`config.mk`:
```
export PLATFORM = sky130hd
export DESIGN_NAME = dispatcher
export DESIGN_NICKNAME = d
export VERILOG_FILES = /design/src/rtl/dispatcher.sv
export SDC_FILE = /design/constraint.sdc
export NUM_CORES = 1
export LEC_CHECK = 0
export BUFFER_PORTS_ARGS = -buffer_cell sky130_fd_sc_hd__buf_4
export CORE_AREA = 2 2 204 206
export CTS_CLUSTER_SIZE = 16
export DETAILED_ROUTE_END_ITERATION = 12
export DIE_AREA = 0 0 206 208
export HOLD_SLACK_MARGIN = 0.1
export PLACE_DENSITY = 0.53
export SLEW_MARGIN = 5
export SYNTH_ARGS = -nofsm -noshare
export SYNTH_HDL_FRONTEND = slang
export SYNTH_SLANG_ARGS = --single-unit
```
`constraint.sdc`:
```
create_clock -name clk -period 2.6 [get_ports clk]
set_input_delay 0.65 -clock clk [delete_from_list [all_inputs] [get_ports clk]]
set_output_delay 0.65 -clock clk [all_outputs]
set_load 0.01 [all_outputs]
```
`src/rtl/dispatcher.sv`:
```
// Issue stage: one-entry hold register, operand resolution (reg/ROB/CDB), rename and RS/LSB insert pulse.
// Optional DSP_STAT_EN adds dispatch and stall counters.
module dispatcher #(
    parameter int ROB_ID_W = 4,
    parameter int OPENUM_W = 6
) (
    input  logic                clk,
    input  logic                rst,
    input  logic                valid_from_dec,
    output logic                ready_to_dec,
    input  logic [OPENUM_W-1:0] openum_from_dec,
    input  logic                is_ls_from_dec,
    input  logic [4:0]          rd_from_dec,
    input  logic [4:0]          rs1_from_dec,
    input  logic [4:0]          rs2_from_dec,
    input  logic [31:0]         pc_from_dec,
    input  logic [31:0]         imm_from_dec,
    output logic [4:0]          rs1_to_reg,
    output logic [4:0]          rs2_to_reg,
    input  logic [ROB_ID_W-1:0] Q1_from_reg,
    input  logic [ROB_ID_W-1:0] Q2_from_reg,
    input  logic [31:0]         V1_from_reg,
    input  logic [31:0]         V2_from_reg,
    output logic [ROB_ID_W-1:0] Q1_to_rob,
    output logic [ROB_ID_W-1:0] Q2_to_rob,
    input  logic                ready1_from_rob,
    input  logic                ready2_from_rob,
    input  logic [31:0]         value1_from_rob,
    input  logic [31:0]         value2_from_rob,
    input  logic [ROB_ID_W-1:0] rob_id_from_rob,
    input  logic                full_from_rob,
    input  logic                full_from_rs,
    input  logic                full_from_ls,
    output logic                ena_to_rob,
    output logic [OPENUM_W-1:0] openum_to_rob,
    output logic [4:0]          rd_to_rob,
    output logic [31:0]         pc_to_rob,
    output logic                ena_to_reg,
    output logic [4:0]          rd_to_reg,
    output logic [ROB_ID_W-1:0] rob_id_to_reg,
    output logic                ena_to_rs,
    output logic                ena_to_ls,
    output logic [OPENUM_W-1:0] openum_out,
    output logic [31:0]         V1_out,
    output logic [31:0]         V2_out,
    output logic [ROB_ID_W-1:0] Q1_out,
    output logic [ROB_ID_W-1:0] Q2_out,
    output logic [31:0]         pc_out,
    output logic [31:0]         imm_out,
    output logic [ROB_ID_W-1:0] rob_id_out,
    input  logic                valid_from_rs_cdb,
    input  logic [ROB_ID_W-1:0] rob_id_from_rs_cdb,
    input  logic [31:0]         result_from_rs_cdb,
    input  logic                valid_from_ls_cdb,
    input  logic [ROB_ID_W-1:0] rob_id_from_ls_cdb,
    input  logic [31:0]         result_from_ls_cdb,
    input  logic                commit_jump_flag_from_rob,
`ifdef DSP_STAT_EN
    output logic [31:0]         dispatch_cnt_out,
    output logic [31:0]         stall_cnt_out,
`endif
    output logic                state_dbg
);

    // Handshake: a decoded instruction transfers on an edge where valid_from_dec && ready_to_dec.
    typedef enum logic {S_EMPTY = 1'b0, S_HOLD = 1'b1} state_e;

    state_e state, state_next;
    logic   hold_valid, flush, accept, dispatch_cond, dispatch_fire;

    logic [OPENUM_W-1:0] h_openum;
    logic                h_is_ls;
    logic [4:0]          h_rd, h_rs1, h_rs2;
    logic [31:0]         h_pc, h_imm;

    logic [ROB_ID_W+31:0] res1, res2;

    assign flush      = commit_jump_flag_from_rob;
    assign hold_valid = (state == S_HOLD);

    // ena_to_rob doubles as a one-cycle cooldown so the ROB tag and rename settle.
    assign dispatch_cond = hold_valid && !ena_to_rob && !full_from_rob &&
                           (h_is_ls ? !full_from_ls : !full_from_rs);

    always_ff @(posedge clk) begin
        if (rst) state <= S_EMPTY;
        else     state <= state_next;
    end

    always_comb begin
        state_next = state;
        case (state)
            S_EMPTY: if (valid_from_dec) state_next = S_HOLD;
            S_HOLD:  if (dispatch_cond)  state_next = S_EMPTY;
            default: state_next = S_EMPTY;
        endcase
        if (flush) state_next = S_EMPTY;
    end

    always_comb begin
        ready_to_dec  = !hold_valid;
        accept        = !hold_valid && valid_from_dec && !flush;
        dispatch_fire = dispatch_cond && !flush;
        state_dbg     = state;
    end

    function automatic logic [ROB_ID_W+31:0] resolve(
        input logic [ROB_ID_W-1:0] q_reg,
        input logic [31:0]         v_reg,
        input logic                rob_ready,
        input logic [31:0]         rob_value
    );
        if (q_reg == '0)
            return {{ROB_ID_W{1'b0}}, v_reg};
        else if (rob_ready)
            return {{ROB_ID_W{1'b0}}, rob_value};
        else if (valid_from_rs_cdb && rob_id_from_rs_cdb == q_reg)
            return {{ROB_ID_W{1'b0}}, result_from_rs_cdb};
        else if (valid_from_ls_cdb && rob_id_from_ls_cdb == q_reg)
            return {{ROB_ID_W{1'b0}}, result_from_ls_cdb};
        else
            return {q_reg, 32'd0};
    endfunction

    always_comb begin
        res1 = resolve(Q1_from_reg, V1_from_reg, ready1_from_rob, value1_from_rob);
        res2 = resolve(Q2_from_reg, V2_from_reg, ready2_from_rob, value2_from_rob);
    end

    assign rs1_to_reg = h_rs1;
    assign rs2_to_reg = h_rs2;
    assign Q1_to_rob  = Q1_from_reg;
    assign Q2_to_rob  = Q2_from_reg;

    always_ff @(posedge clk) begin
        if (rst) begin
            h_openum <= '0;
            h_is_ls  <= 1'b0;
            h_rd     <= '0;
            h_rs1    <= '0;
            h_rs2    <= '0;
            h_pc     <= '0;
            h_imm    <= '0;
        end else if (accept) begin
            h_openum <= openum_from_dec;
            h_is_ls  <= is_ls_from_dec;
            h_rd     <= rd_from_dec;
            h_rs1    <= rs1_from_dec;
            h_rs2    <= rs2_from_dec;
            h_pc     <= pc_from_dec;
            h_imm    <= imm_from_dec;
        end
    end

    // Pulses last one cycle; bundle data keeps its last value between dispatches.
    always_ff @(posedge clk) begin
        if (rst) begin
            ena_to_rob    <= 1'b0;
            ena_to_reg    <= 1'b0;
            ena_to_rs     <= 1'b0;
            ena_to_ls     <= 1'b0;
            openum_to_rob <= '0;
            rd_to_rob     <= '0;
            pc_to_rob     <= '0;
            rd_to_reg     <= '0;
            rob_id_to_reg <= '0;
            openum_out    <= '0;
            V1_out        <= '0;
            V2_out        <= '0;
            Q1_out        <= '0;
            Q2_out        <= '0;
            pc_out        <= '0;
            imm_out       <= '0;
            rob_id_out    <= '0;
        end else begin
            ena_to_rob <= dispatch_fire;
            ena_to_rs  <= dispatch_fire && !h_is_ls;
            ena_to_ls  <= dispatch_fire && h_is_ls;
            ena_to_reg <= dispatch_fire && (h_rd != 5'd0);
            if (dispatch_fire) begin
                openum_to_rob <= h_openum;
                rd_to_rob     <= h_rd;
                pc_to_rob     <= h_pc;
                rd_to_reg     <= h_rd;
                rob_id_to_reg <= rob_id_from_rob;
                openum_out    <= h_openum;
                {Q1_out, V1_out} <= res1;
                {Q2_out, V2_out} <= res2;
                pc_out        <= h_pc;
                imm_out       <= h_imm;
                rob_id_out    <= rob_id_from_rob;
            end
        end
    end

`ifdef DSP_STAT_EN
    // Counters survive flushes; only rst clears them.
    always_ff @(posedge clk) begin
        if (rst) begin
            dispatch_cnt_out <= '0;
            stall_cnt_out    <= '0;
        end else begin
            if (dispatch_fire)                 dispatch_cnt_out <= dispatch_cnt_out + 32'd1;
            if (hold_valid && !dispatch_cond)  stall_cnt_out    <= stall_cnt_out + 32'd1;
        end
    end
`endif

endmodule
```
==> flow_summary.yaml <==
worst_setup_path:
  timing.rr.end: "V1_out[7]"
  crit_family: "simple AND/OR/NAND/NOR gates"
  cp_slowest_cell: "or3_2"
  setup.worst_path.class: "register to register"
  crit_path_max_fanout: 10
  cp_data_arrival_time_ps: 2720
  ff2ff_path_depth: 6
  cp.buffers_inverters: 1
  cp_cell_sequence: "mux2_2 > or2_1 > or3_2 > buf_12 > a221oi_2 > a2111oi_2"
  r2r_slack_ps: 290
  critPathCaptureType: "register"
  cp_slowest_stage_delay_ps: 570
  worst_ep_required_time_ps: 3010
  startpoint_type: "register"
  r2r-start: "h_is_ls"
sta:
  rsz0062_at_grt: "no"
  maxSlewViolCount: 0
  tightest_slew_ps: 665
  slew_headroom_pct: 55.7
  period_needed_ps: 2310
  setup_viol: 0
  skew_ps: 13.2
  fmax_ghz: 0.433
  finalHoldViolCount: 0
  hold-worst-slack_ps: 330
  post-route-period-util_pct: 88.8
power:
  swShare_pct: 24.7
  p_int_mw: 6.73
  clkPwrFrac_pct: 45.1
  report.power.total_mw: 8.94
  ir_drop_mv: 0.462
  p_switching_mw: 2.20
  p_leak_nw: 6.88
  pwr-share-comb_pct: 12.0
  power-per-cell-area_nw_per_um2: 534
  sequentialPowerShare_pct: 42.9
worst_hold_path:
  hold_depth: 2
  whs_endpoint: "state_dbg"
  hold_path.class: "input pin to register"
  worstHoldStart: "commit_jump_flag_from_rob"
yosys:
  synth_area_leaders: "dfxtp_1, nand2_1, a21oi_1"
  synth.cell_area_um2: 11300
  yosysSeqAreaShare_pct: 42.9
  synthesis.nets: 1759
  synth_top_cell_by_area: "dfxtp_1"
  synth_flop_cell: "dfxtp_1"
  ys_warn_count: 0
  synth_seq_cells: 242
  synth_top_area_share_pct: 42.9
  ys_types: 44
  synth_edf_count: 0
  synthArstFlopShare_pct: 0
  syn_inst: 1450
  syn_area_per_cell_um2: 7.79
global_route:
  grt_pass1_vias: 11800
  grt_usage_pct: 21.9
  grt_pass1_wl_mm: 72.8
  grt_max_degree: 87
  grt_overflow: 0
  antenna_found_initial: 5
clock_tree:
  postCtsHoldBufs: 0
  htree_levels: 1
  cts_sinks: 242
  clockBufferDepth: 3
  cts_resized: 0
  post_cts_buffers: 0
  clk_latency_ps: 550
  clkTransAtPathRegs_ps: 70
  cts_tree: "built"
  root_buffer: "clkbuf_16"
  cts_buffers: 27
layout:
  final_util_pct: 41.2
  drive_gt1_share_pct: 37.1
  layout_common_cells: "buf_4, nand2_1, dfxtp_1"
  final_area_um2: 16700
  fin_nets: 2193
  layout_commonest_cell: "buf_4"
  area.growth.synth_to_final_pct: 48.0
run:
  max_cap_violations: 0
route:
  vias: 12200
  drt_iter0_markers: 667
  post_drt_wl_per_cell_um: 20.0
  postRouteAntennaNets: 0
  viasPerCell: 5.00
  wirelength_mm: 48.8
  drc: 0
  drt_first_pass_iters: 5
place:
  io_buffers: 530
  place_area_um2: 15800
  gp_congestion: 0.913
  dp_hpwl_mm: 36.1
floorplanning:
  core-area_um2: 40600
  start_util_pct: 27.9
  io_pins: 531
  dieWidth_um: 206
  die-area_um2: 42800
  die_y_um: 208
  row_count: 74
run_status:
  status: "complete, no violations"
## cells in the mapped netlist (all sizes together) (6+ instances only)
| cell type | instances |
|---|---|
| nand2 | 373 |
| dfxtp | 242 |
| a21oi | 233 |
| nand3 | 130 |
| buf | 95 |
| clkbuf | 87 |
| nor2 | 69 |
| a211oi | 63 |
| inv | 35 |
| a2111oi | 31 |
| a221oi | 31 |
| xnor2 | 9 |
| o21ai | 8 |
| nor3 | 7 |
| or4 | 6 |
## through the flow
step           setup slack (ps)  setup TNS [ps]  std cells
2_1_floorplan               345               0       1450
3_3_place_gp               22.5               0       2387
3_5_place_dp              -3.04           -5.30       2387
4_1_cts                     304               0       2436
5_1_grt                     236               0       2439
6_report                    292               0       2439
## layout make-up
| type | count | area (um2) |
|---|---|---|
| Fill cell | 4173 | 23800 |
| Multi-Input combinational cell | 990 | 5360 |
| Sequential cell | 242 | 4840 |
| Timing Repair Buffer | 588 | 4770 |
| Clock buffer | 42 | 842 |
| Tap cell | 532 | 666 |
| Inverter | 35 | 131 |
| Clock inverter | 7 | 100 |
| Antenna cell | 3 | 7.51 |
## worst max path at each step
| stage | startpoint | to | cells after the start |
|---|---|---|---|
| after detailed placement | full_from_rob | V1_out[9] | 7 |
| after global placement | full_from_rob | V1_out[7] | 7 |
| final | h_is_ls | V1_out[7] | 6 |
| after CTS | h_is_ls | V1_out[9] | 6 |
| after floorplan | full_from_rob | V1_out[10] | 7 |
| after global routing | h_is_ls | V1_out[5] | 6 |
## per-layer routing
metal	share of wire (%)	global-route usage [%]	vias to the layer above
met3	8.2	5.06	90
li1	-	-	5807
met1	40	26.5	5767
met5	0.057	0	-
met4	3.5	7.91	4
met2	49	37.5	517
## kinds of logic after synthesis
logic type | after synthesis | synth area share (%)
mux | 1 | 0.0996
flops | 242 | 42.9
xor+xnor | 13 | 1.01
compound gates | 376 | 23.7
simple gates | 600 | 22.4
buf+inv | 218 | 9.98
## power by group through the flow
stage          combinational (mW)  clock (mW)  sequential, mW
4_1_cts                      1.08        4.13            3.83
3_5_place_dp                 1.08           0            3.91
5_1_grt                      1.16        4.31            3.84
3_3_place_gp                 1.07           0            3.91
6_report                     1.07        4.03            3.83
2_1_floorplan               0.390           0            3.92
Note: power is estimated with default switching activity, not from simulation.
